`src/rtl/vend_pkg.sv`:
```
// Shared vending-machine definitions: change codes, dispenser FSM states and
// the coin-select encoding used on the ejector interface.
package vend_pkg;

    localparam logic [2:0] CHG_0  = 3'd0;
    localparam logic [2:0] CHG_5  = 3'd1;
    localparam logic [2:0] CHG_10 = 3'd2;
    localparam logic [2:0] CHG_15 = 3'd3;
    localparam logic [2:0] CHG_20 = 3'd4;

    typedef enum logic [2:0] {
        ST_IDLE   = 3'd0,
        ST_VEND   = 3'd1,
        ST_SELECT = 3'd2,
        ST_EJECT  = 3'd3,
        ST_DONE   = 3'd4
    } disp_state_e;

    typedef enum logic {
        COIN_NICKEL = 1'b0,
        COIN_DIME   = 1'b1
    } coin_e;

    function automatic logic chg_legal(input logic [2:0] code);
        return code <= CHG_20;
    endfunction

endpackage

```
`src/rtl/change_dispenser_if.sv`:
```
// Controller-side and ejector/motor-side signals of the change dispenser.
// The master drives requests and acknowledges; the slave is the dispenser.
interface change_dispenser_if #(parameter int CNT_W = 4);

    logic             soda_i;
    logic [2:0]       change_i;
    logic             vend_motor_o;
    logic             vend_done_i;
    logic             eject_req_o;
    logic             eject_dime_o;
    logic             eject_ack_i;
    logic             refill_i;
    logic             busy_o;
    logic             done_o;
    logic             drop_o;
    logic             fault_o;
    logic [CNT_W-1:0] nickel_cnt_o;
    logic [CNT_W-1:0] dime_cnt_o;

    modport master (
        output soda_i, change_i, vend_done_i, eject_ack_i, refill_i,
        input  vend_motor_o, eject_req_o, eject_dime_o, busy_o, done_o,
               drop_o, fault_o, nickel_cnt_o, dime_cnt_o
    );

    modport slave (
        input  soda_i, change_i, vend_done_i, eject_ack_i, refill_i,
        output vend_motor_o, eject_req_o, eject_dime_o, busy_o, done_o,
               drop_o, fault_o, nickel_cnt_o, dime_cnt_o
    );

endinterface

```
`src/rtl/handshake_timer.sv`:
```
// Wait-cycle counter shared by the motor and ejector handshakes; expired is
// high during the waiting cycle that brings the count to ACK_TIMEOUT.
module handshake_timer #(
    parameter int ACK_TIMEOUT = 255
) (
    input  logic clk_i,
    input  logic rst_i,
    input  logic clear,
    input  logic run,
    output logic expired
);

    localparam int TW = (ACK_TIMEOUT > 1) ? $clog2(ACK_TIMEOUT) : 1;

    logic [TW-1:0] cnt_q;

    assign expired = run && (cnt_q == TW'(ACK_TIMEOUT - 1));

    always_ff @(posedge clk_i or posedge rst_i) begin
        if (rst_i) begin
            cnt_q <= '0;
        end else if (clear) begin
            cnt_q <= '0;
        end else if (run && !expired) begin
            cnt_q <= cnt_q + TW'(1);
        end
    end

endmodule

```
`src/rtl/change_dispenser.sv`:
```
// Vending back-end: runs the soda motor, then pays change coin-by-coin from
// the nickel/dime hoppers over a req/ack ejector handshake.
//
//   state  | meaning
//   IDLE   | waiting for soda_i; refill_i honoured here
//   VEND   | motor on, waiting for vend_done_i
//   SELECT | one cycle choosing the next coin (dime first, never overpay)
//   EJECT  | coin request held, waiting for eject_ack_i
//   DONE   | one-cycle done_o, back to IDLE
module change_dispenser
    import vend_pkg::*;
#(
    parameter int NICKEL_INIT = 8,
    parameter int DIME_INIT   = 8,
    parameter int CNT_W       = 4,
    parameter int ACK_TIMEOUT = 255
) (
    input  logic              clk_i,
    input  logic              rst_i,
    change_dispenser_if.slave bus
);

    localparam logic [CNT_W-1:0] N_INIT = CNT_W'(NICKEL_INIT);
    localparam logic [CNT_W-1:0] D_INIT = CNT_W'(DIME_INIT);

    disp_state_e      state_q, state_nx;
    logic [2:0]       rem_q, rem_nx;
    logic [CNT_W-1:0] nickel_q, nickel_nx;
    logic [CNT_W-1:0] dime_q, dime_nx;
    logic             fault_q, fault_nx;
    coin_e            coin_q, coin_nx;
    logic             motor_q, req_q, dime_out_q, busy_q, done_q, drop_q;
    logic             waiting, expired;

    assign waiting = (state_q == ST_VEND) || (state_q == ST_EJECT);

    handshake_timer #(.ACK_TIMEOUT(ACK_TIMEOUT)) u_timer (
        .clk_i   (clk_i),
        .rst_i   (rst_i),
        .clear   (!waiting),
        .run     (waiting),
        .expired (expired)
    );

    always_comb begin
        state_nx  = state_q;
        rem_nx    = rem_q;
        nickel_nx = nickel_q;
        dime_nx   = dime_q;
        fault_nx  = fault_q;
        coin_nx   = coin_q;
        unique case (state_q)
            ST_IDLE: begin
                if (bus.refill_i) begin
                    nickel_nx = N_INIT;
                    dime_nx   = D_INIT;
                    fault_nx  = 1'b0;
                end
                if (bus.soda_i) begin
                    if (chg_legal(bus.change_i)) begin
                        rem_nx   = bus.change_i;
                        state_nx = ST_VEND;
                    end else begin
                        fault_nx = 1'b1;
                    end
                end
            end
            ST_VEND: begin
                if (bus.vend_done_i) begin
                    state_nx = (rem_q == 3'd0) ? ST_DONE : ST_SELECT;
                end else if (expired) begin
                    fault_nx = 1'b1;
                    rem_nx   = 3'd0;
                    state_nx = ST_DONE;
                end
            end
            ST_SELECT: begin
                if (rem_q >= 3'd2 && dime_q != '0) begin
                    coin_nx  = COIN_DIME;
                    state_nx = ST_EJECT;
                end else if (nickel_q != '0) begin
                    coin_nx  = COIN_NICKEL;
                    state_nx = ST_EJECT;
                end else begin
                    fault_nx = 1'b1;
                    rem_nx   = 3'd0;
                    state_nx = ST_DONE;
                end
            end
            ST_EJECT: begin
                // ack beats a timeout landing on the same edge
                if (bus.eject_ack_i) begin
                    if (coin_q == COIN_DIME) begin
                        rem_nx  = rem_q - 3'd2;
                        dime_nx = dime_q - CNT_W'(1);
                    end else begin
                        rem_nx    = rem_q - 3'd1;
                        nickel_nx = nickel_q - CNT_W'(1);
                    end
                    state_nx = (rem_nx == 3'd0) ? ST_DONE : ST_SELECT;
                end else if (expired) begin
                    fault_nx = 1'b1;
                    rem_nx   = 3'd0;
                    state_nx = ST_DONE;
                end
            end
            ST_DONE: state_nx = ST_IDLE;
            default: state_nx = ST_IDLE;
        endcase
    end

    // Outputs are registered from the next state so they line up with it.
    always_ff @(posedge clk_i or posedge rst_i) begin
        if (rst_i) begin
            state_q    <= ST_IDLE;
            rem_q      <= 3'd0;
            nickel_q   <= N_INIT;
            dime_q     <= D_INIT;
            fault_q    <= 1'b0;
            coin_q     <= COIN_NICKEL;
            motor_q    <= 1'b0;
            req_q      <= 1'b0;
            dime_out_q <= 1'b0;
            busy_q     <= 1'b0;
            done_q     <= 1'b0;
            drop_q     <= 1'b0;
        end else begin
            state_q    <= state_nx;
            rem_q      <= rem_nx;
            nickel_q   <= nickel_nx;
            dime_q     <= dime_nx;
            fault_q    <= fault_nx;
            coin_q     <= coin_nx;
            motor_q    <= (state_nx == ST_VEND);
            req_q      <= (state_nx == ST_EJECT);
            dime_out_q <= (state_nx == ST_EJECT) && (coin_nx == COIN_DIME);
            busy_q     <= (state_nx != ST_IDLE);
            done_q     <= (state_nx == ST_DONE);
            drop_q     <= bus.soda_i && (state_q != ST_IDLE);
        end
    end

    assign bus.vend_motor_o = motor_q;
    assign bus.eject_req_o  = req_q;
    assign bus.eject_dime_o = dime_out_q;
    assign bus.busy_o       = busy_q;
    assign bus.done_o       = done_q;
    assign bus.drop_o       = drop_q;
    assign bus.fault_o      = fault_q;
    assign bus.nickel_cnt_o = nickel_q;
    assign bus.dime_cnt_o   = dime_q;

endmodule

```
`src/flat_wrapper.sv`:
```
// flat-port wrapper written by rule: the top's interface ports become plain ports
module change_dispenser_flat import vend_pkg::*;
#(
    parameter int NICKEL_INIT = 8,
    parameter int DIME_INIT   = 8,
    parameter int CNT_W       = 4,
    parameter int ACK_TIMEOUT = 255
)
  (clk_i, rst_i, bus_soda_i, bus_change_i, bus_vend_done_i, bus_eject_ack_i, bus_refill_i, bus_vend_motor_o, bus_eject_req_o, bus_eject_dime_o, bus_busy_o, bus_done_o, bus_drop_o, bus_fault_o, bus_nickel_cnt_o, bus_dime_cnt_o);
  change_dispenser_if #(.CNT_W(CNT_W)) bus_i ();
  input  logic clk_i;
  input  logic rst_i;
  input wire logic [$bits(bus_i.soda_i)-1:0] bus_soda_i;
  input wire logic [$bits(bus_i.change_i)-1:0] bus_change_i;
  input wire logic [$bits(bus_i.vend_done_i)-1:0] bus_vend_done_i;
  input wire logic [$bits(bus_i.eject_ack_i)-1:0] bus_eject_ack_i;
  input wire logic [$bits(bus_i.refill_i)-1:0] bus_refill_i;
  output wire logic [$bits(bus_i.vend_motor_o)-1:0] bus_vend_motor_o;
  output wire logic [$bits(bus_i.eject_req_o)-1:0] bus_eject_req_o;
  output wire logic [$bits(bus_i.eject_dime_o)-1:0] bus_eject_dime_o;
  output wire logic [$bits(bus_i.busy_o)-1:0] bus_busy_o;
  output wire logic [$bits(bus_i.done_o)-1:0] bus_done_o;
  output wire logic [$bits(bus_i.drop_o)-1:0] bus_drop_o;
  output wire logic [$bits(bus_i.fault_o)-1:0] bus_fault_o;
  output wire logic [$bits(bus_i.nickel_cnt_o)-1:0] bus_nickel_cnt_o;
  output wire logic [$bits(bus_i.dime_cnt_o)-1:0] bus_dime_cnt_o;
  assign bus_i.soda_i = bus_soda_i;
  assign bus_i.change_i = bus_change_i;
  assign bus_i.vend_done_i = bus_vend_done_i;
  assign bus_i.eject_ack_i = bus_eject_ack_i;
  assign bus_i.refill_i = bus_refill_i;
  assign bus_vend_motor_o = bus_i.vend_motor_o;
  assign bus_eject_req_o = bus_i.eject_req_o;
  assign bus_eject_dime_o = bus_i.eject_dime_o;
  assign bus_busy_o = bus_i.busy_o;
  assign bus_done_o = bus_i.done_o;
  assign bus_drop_o = bus_i.drop_o;
  assign bus_fault_o = bus_i.fault_o;
  assign bus_nickel_cnt_o = bus_i.nickel_cnt_o;
  assign bus_dime_cnt_o = bus_i.dime_cnt_o;
  change_dispenser #(.NICKEL_INIT(NICKEL_INIT), .DIME_INIT(DIME_INIT), .CNT_W(CNT_W), .ACK_TIMEOUT(ACK_TIMEOUT)) u_core (.clk_i(clk_i), .rst_i(rst_i), .bus(bus_i));
endmodule
```
`config.mk`:
```
export PLATFORM = sky130hd
export DESIGN_NAME = change_dispenser_flat
export DESIGN_NICKNAME = d
export VERILOG_FILES = /design/src/rtl/vend_pkg.sv /design/src/rtl/change_dispenser_if.sv /design/src/rtl/handshake_timer.sv /design/src/rtl/change_dispenser.sv /design/src/flat_wrapper.sv
export SDC_FILE = /design/constraint.sdc
export NUM_CORES = 1
export LEC_CHECK = 0
export CELL_PAD_IN_SITES_DETAIL_PLACEMENT = 0
export CELL_PAD_IN_SITES_GLOBAL_PLACEMENT = 2
export CORE_UTILIZATION = 34
export DETAILED_ROUTE_END_ITERATION = 12
export PLACE_DENSITY_LB_ADDON = 0.1
export SYNTH_ARGS = -nofsm -noshare
export SYNTH_HDL_FRONTEND = slang
export SYNTH_HIERARCHICAL = 1
export SYNTH_SLANG_ARGS = --single-unit
export TNS_END_PERCENT = 20
```
`constraint.sdc`:
```
create_clock -name clk_i -period 2.41 [get_ports clk_i]
set_input_delay 0.482 -clock clk_i [delete_from_list [all_inputs] [get_ports clk_i]]
set_output_delay 0.482 -clock clk_i [all_outputs]
set_load 0.01 [all_outputs]
```
==> results of run 1 <==
## worst max-delay path, stage by stage (launching register included)
cell and delay (ps):
dfrtp_1 420, inv_1 90, ha_1 220, and4_2 260, and3_1 240, a21oi_1 120
nand3_1 130, a21oi_1 90, or4_1 500
## through the flow
step | cell area (um2) | hold slack [ps] | setup WS [ps] | power, mW
2_1_floorplan | 1800 | 298 | 434 | 1.70
3_5_place_dp | 2150 | 528 | 164 | 2.25
3_3_place_gp | 2150 | 524 | 237 | 2.22
5_1_grt | 2260 | 491 | 87.4 | 2.96
4_1_cts | 2260 | 486 | 222 | 2.77
6_report | 2260 | 474 | 202 | 2.75
## per-layer routing
layer | part of all wire [%] | track usage, % | vias up
met5 | 0 | 0 | -
met4 | 0.83 | 5.66 | 0
met3 | 5.6 | 4.82 | 4
met2 | 43 | 26.1 | 52
met1 | 51 | 26.6 | 731
li1 | - | - | 751
## synthesized netlist by cell type (all sizes together), types with 2 or more instances
| master | instances |
|---|---|
| o21ai | 6 |
| nor3b | 2 |
| nand4 | 3 |
| nor4 | 3 |
| or2 | 2 |
| dfrtp | 28 |
| a21o | 2 |
| a31oi | 2 |
| o31ai | 2 |
| nor2b | 4 |
| a21oi | 13 |
| and2 | 2 |
| nor3 | 5 |
| nand3 | 13 |
| buf | 4 |
| xor2 | 2 |
| a311oi | 2 |
| xnor2 | 3 |
| dfstp | 2 |
| o2bb2ai | 2 |
| clkbuf | 2 |
| nand2 | 14 |
| mux2 | 2 |
| ha | 9 |
| and3 | 5 |
| inv | 16 |
| nor2 | 8 |
| or3b | 2 |
| a211oi | 5 |
| o211ai | 2 |
| nand2b | 5 |
| a41oi | 2 |
| a21boi | 3 |
## path summary, 6_finish.rpt
path / endpoint / slack (ps) / cells after the start
max: u_core/bus.busy_o / 200 / 8
min: u_core/u_timer/cnt_q[7] / 470 / 2
max reg2reg: u_core/bus.busy_o / 200 / 8
min reg2reg: u_core/rem_q[1] / 550 / 1
max in group asynchronous: u_core/bus.dime_cnt_o[3] / 1550 / 3
min in group clk_i: u_core/rem_q[1] / 550 / 1
## kinds of logic after synthesis
| group | Yosys count | share of synthesized area (%) |
|---|---|---|
| flops | 30 | 41.9 |
| xor+xnor | 5 | 2.44 |
| compound gates | 47 | 18.7 |
| simple gates | 74 | 23.3 |
| mux | 3 | 2.23 |
| fa+ha+maj | 9 | 6.27 |
| buf+inv | 22 | 5.15 |
## registers in the layout, summed over array words and instances, names as in the netlist
name / count
u_core/bus.dime_cnt_o: 4
u_core/state_q: 3
u_core/rem_q: 3
u_core/coin_q: 1
u_core/bus.nickel_cnt_o: 4
u_core/bus.eject_dime_o: 1
u_core/u_timer/cnt_q: 8
u_core/bus.eject_req_o: 1
u_core/bus.fault_o: 1
u_core/bus.done_o: 1
u_core/bus.busy_o: 1
u_core/bus.drop_o: 1
u_core/bus.vend_motor_o: 1
## where the power goes
| group | leakage, nW | total [mW] | switching (mW) | internal (mW) |
|---|---|---|---|---|
| sequential | 0.389 | 0.907 | 0.225 | 0.681 |
| clock | 0.0579 | 0.508 | 0.204 | 0.304 |
| combinational | 0.524 | 1.34 | 0.674 | 0.664 |
## cell type report
type                       instances  area share [%]
tap                               70            3.88
timing repair buffer              32            13.2
clock buffer                       5            3.05
inverter                          16            2.66
multi-input combinational        138            42.1
sequential                        30            33.4
clock inverter                     3            1.77
==> qor.csv, run 1 <==
metric,value,unit
status,"finished, final reports clean",
"commonest non-fill, non-tap cell in the layout",dfrtp_1,
Setup crit start kind,flip-flop,
Post-synth EDFFs,0,
Crit Path Category,reg -> reg,
Core ar.,5110,um2
initial DRC count,78,
Synthesized Nets,208,
first drt pass iteration count,4,
Critical Path AT,2360,ps
GPL Wtd Cong,0.872,
largest net degree at the start of global routing,23,
Worst-path clk slew,70,ps
Synth cell types,55,
synth warn,6,
Site Rows,26,
vias per cell,5.23,
global-route wire length before repair,7330,um
TritonCTS Buffers,5,
die span in y,74.7,um
Util after Layout,44.2,%
Ports,24,
reg2reg start,u_core/u_timer/cnt_q[0],
Final Slew Violations,0,
fin crit period,2210,ps
final hold vios,0,
routed len/inst,15.5,um
drt drc,0,
initial antenna violation count,0,
Vias,1538,
RSZ-0062 raised after global routing,false,
width of the chip,74.7,um
H-tree Lvls,2,
register area,753,um2
antenna diode count,0,
CTS Hold Buffers Added,0,
vias in the first global route,1416,
f_max,0.453,GHz
CTS tree,done,
post-CTS setup buffers,0,
Clock Latency Late Sink,280,ps
leakage,0.971,nW
Worst slew margin,65.5,%
worst endpoint required time,2560,ps
max_cap viols,0,
share of layout cells above drive strength 1,13.8,%
post-synth top area share,39.0,%
DP Wirelength,3440,um
most frequent cells in the layout,"28 x dfrtp_1, 23 x clkdlybuf4s50_1, 16 x inv_1",
Clock Tree Buf Depth,2,
# port buffers,23,
Worst Clk Skew,4.44,ps
# resized after CTS,0,
Filler cells,531,
clock sinks,30,
Worst Setup SP,u_core/u_timer/cnt_q[0],
area of the mapped netlist,1800,um2
drt total wl,4560,um
die area,5580,um2
Multi-input gate area,951,um2
worst min path class,in -> async,
Post-Syn Area per Cell,9.46,um2
Worst-Margin Slew,518,ps
overall routing resource usage,18.2,%
largest cells by area after synthesis,"dfrtp_1 39%, ha_1 6.3%, a21oi_1 3.6%",
# placed instances,286,
nets,241,
top_reg_cell synth,dfrtp_1,
total negative slack,0,ps
clock root cell,clkbuf_8,
Power Dens Cells,1220,nW/um2
ys async rst share,100,%
maximum fanout along the worst path,5,
area grow syn2layout,25.7,%
"Seq/Total Area, Yosys",41.9,%
initial core utilization,35.2,%
final setup vio count,0,
cell taking the most area after synthesis,dfrtp_1,
"non-filler cells, final",294,
synthesis-stage register bit count,30,
Cells after Synth,190,
grt ovf,0,
Routed Antenna Nets,0,
Max VDD drop,0.000534,V
Worst Setup End Kind,flip-flop,
Final period util,91.6,%
Note: power is estimated with default switching activity, not from simulation.
==> run 2, diff against run 1 <==
- CORE_ASPECT_RATIO: not set -> 1.4
- CORE_MARGIN: not set -> 10
==> run 2 against run 1 <==
  * Utilization fell by 1.3 points
  * Via count fell by 1.2%
  * Die area rose by 55%
  * Sequential share of layout area rose by 0.68 points
  * Clock power fell by 18%
  * Count of clock-buffer cells in the layout rose by 2
  * Final cell count fell by 2.4%
  * Critical endpoint unchanged
  * Non-clock buffer count fell by 3
  * Final area fell by 2.0%
  * Register-to-register slack improved by 30 ps
  * Sequential power fell by 0.8%
  * Routed wire length rose by 4.6%
==> qor.csv, run 2 (synthesized netlist as in run 1, its figures left out) <==
metric,value,unit,change
max_cap viols,0,,unchanged
global-route wire length before repair,7760,um,+5.7%
nets,238,,-1.2%
post-CTS setup buffers,0,,unchanged
Ports,24,,unchanged
Final Slew Violations,0,,unchanged
RSZ-0062 raised after global routing,false,,
# port buffers,23,,unchanged
Setup crit start kind,flip-flop,,
Routed Antenna Nets,0,,unchanged
CTS Hold Buffers Added,0,,unchanged
DP Wirelength,3820,um,+11%
f_max,0.460,GHz,+1.6%
worst min path class,in -> async,,
initial core utilization,34.8,%,-0.35 points
maximum fanout along the worst path,4,,-1
die area,8630,um2,+55%
Util after Layout,42.9,%,-1.3 points
Max VDD drop,0.000337,V,-37%
reg2reg start,u_core/rem_q[0],,
area grow syn2layout,23.2,%,
CTS tree,done,,
Worst Setup End Kind,flip-flop,,
GPL Wtd Cong,0.804,,-7.9%
max FFs per register,8,,unchanged
status,"finished, final reports clean",,
Routed met1 length,1700,um,-27%
Worst Clk Skew,3.44,ps,-1.00 ps
TritonCTS Buffers,5,,unchanged
first drt pass iteration count,4,,unchanged
DR top layer,met4,,
width of the chip,81.4,um,+9.0%
H-tree Lvls,2,,unchanged
final setup vio count,0,,unchanged
Clock Latency Late Sink,280,ps,about the same
worst endpoint required time,2560,ps,about the same
crit-path max cell delay,430,ps,-70 ps
Worst-Margin Slew,536,ps,+18.3 ps
clock sinks,30,,unchanged
Critical Path Slowest Stage Cell,or4_1,,
initial antenna violation count,0,,unchanged
Core ar.,5160,um2,+1.0%
antenna diode count,0,,unchanged
largest net degree at the start of global routing,23,,unchanged
Clock Tree Buf Depth,2,,unchanged
Largest Register,u_core/u_timer/cnt_q,,
overall routing resource usage,11.6,%,-6.6 points
Vias,1520,,-1.2%
total negative slack,0,ps,unchanged
vias in the first global route,1584,,+12%
Crit Path Category,reg -> reg,,
drt drc,0,,unchanged
Worst slew margin,64.0,%,-1.5 points
clock root cell,clkbuf_8,,
Critical R2R Capture,u_core/bus.busy_o,,
fin crit period,2170,ps,-34.4 ps
"commonest non-fill, non-tap cell in the layout",dfrtp_1,,
met3 routed WL,220,um,-14%
Worst-path clk slew,60,ps,about the same
leakage,0.946,nW,-2.6%
routed len/inst,16.6,um,+7.2%
Site Rows,31,,+19%
Register-to-Register Path Depth,7,,-1
grt ovf,0,,unchanged
most frequent cells in the layout,"28 x dfrtp_1, 23 x clkdlybuf4s50_1, 16 x inv_1",,
vias per cell,5.30,,+1.2%
crit-path cells,inv_1 > ha_1 > xor2_1 > o21ai_0 > and3_1 > o311ai_1 > or4_1,,
Power Dens Cells,1200,nW/um2,-1.7%
die span in y,106,um,+42%
initial DRC count,83,,+6.4%
Filler cells,509,,-4.1%
drt total wl,4770,um,+4.6%
flop-to-flop setup slack,240,ps,+30 ps
Critical Path AT,2320,ps,-40 ps
share of layout cells above drive strength 1,12.2,%,-1.6 points
final hold vios,0,,unchanged
Final period util,90.2,%,-1.4 points
# resized after CTS,0,,unchanged
routed wl met2,2720,um,+40%
## run 2: final cells by class
cell class	count	area, um2	area share [%]
multi-input combinational	138	951	43.0
sequential	30	753	34.0
timing repair buffer	29	275	12.4
clock buffer	7	86.3	3.90
tap	66	82.6	3.73
inverter	16	60.1	2.71
clock inverter	1	5.00	0.226
## run 2: stage by stage
step | area (um2) | power, mW | setup slack, ps | hold slack (ps) | std cells
finish | 2210 | 2.65 | 236 | 487 | 287
global route | 2210 | 2.88 | 77.8 | 523 | 287
CTS | 2210 | 2.69 | 248 | 492 | 287
detailed placement | 2120 | 2.26 | 136 | 532 | 279
global placement | 2120 | 2.22 | 184 | 529 | 279
floorplan | 1800 | 1.70 | 434 | 298 | 190
## run 2: where the power goes
part / internal, mW / switching [mW]
sequential: 0.682 / 0.219
clock: 0.230 / 0.187
combinational: 0.650 / 0.683
## run 2: critical path, delay by kind of cell (launching register included)
family / cells / cell delay (ps)
XOR/XNOR: 1 / 150
flip-flops: 1 / 420
buffers and inverters: 1 / 100
adder cells (fa/ha/maj): 1 / 210
AO/OA/AOI/OAI: 2 / 490
AND/OR/NAND/NOR: 2 / 670
## run 2: metal layers
| metal | up-vias | global-route usage [%] |
|---|---|---|
| li1 | 750 | - |
| met1 | 730 | 10.6 |
| met2 | 31 | 22.7 |
| met3 | 9 | 2.87 |
| met4 | 0 | 5.09 |
| met5 | - | 0 |
## run 2: worst max path at each step
stage / start / end / slack, ps / depth (start not counted)
after global placement: bus_change_i[0] / u_core/rem_q[2] / 180 / 6
after global routing: u_core/u_timer/cnt_q[0] / u_core/bus.busy_o / 80 / 8
after detailed placement: bus_change_i[0] / u_core/rem_q[1] / 140 / 6
final: u_core/rem_q[0] / u_core/bus.busy_o / 240 / 7
after floorplan: u_core/bus.nickel_cnt_o[0] / u_core/rem_q[2] / 430 / 7
after CTS: u_core/rem_q[0] / u_core/bus.busy_o / 250 / 7
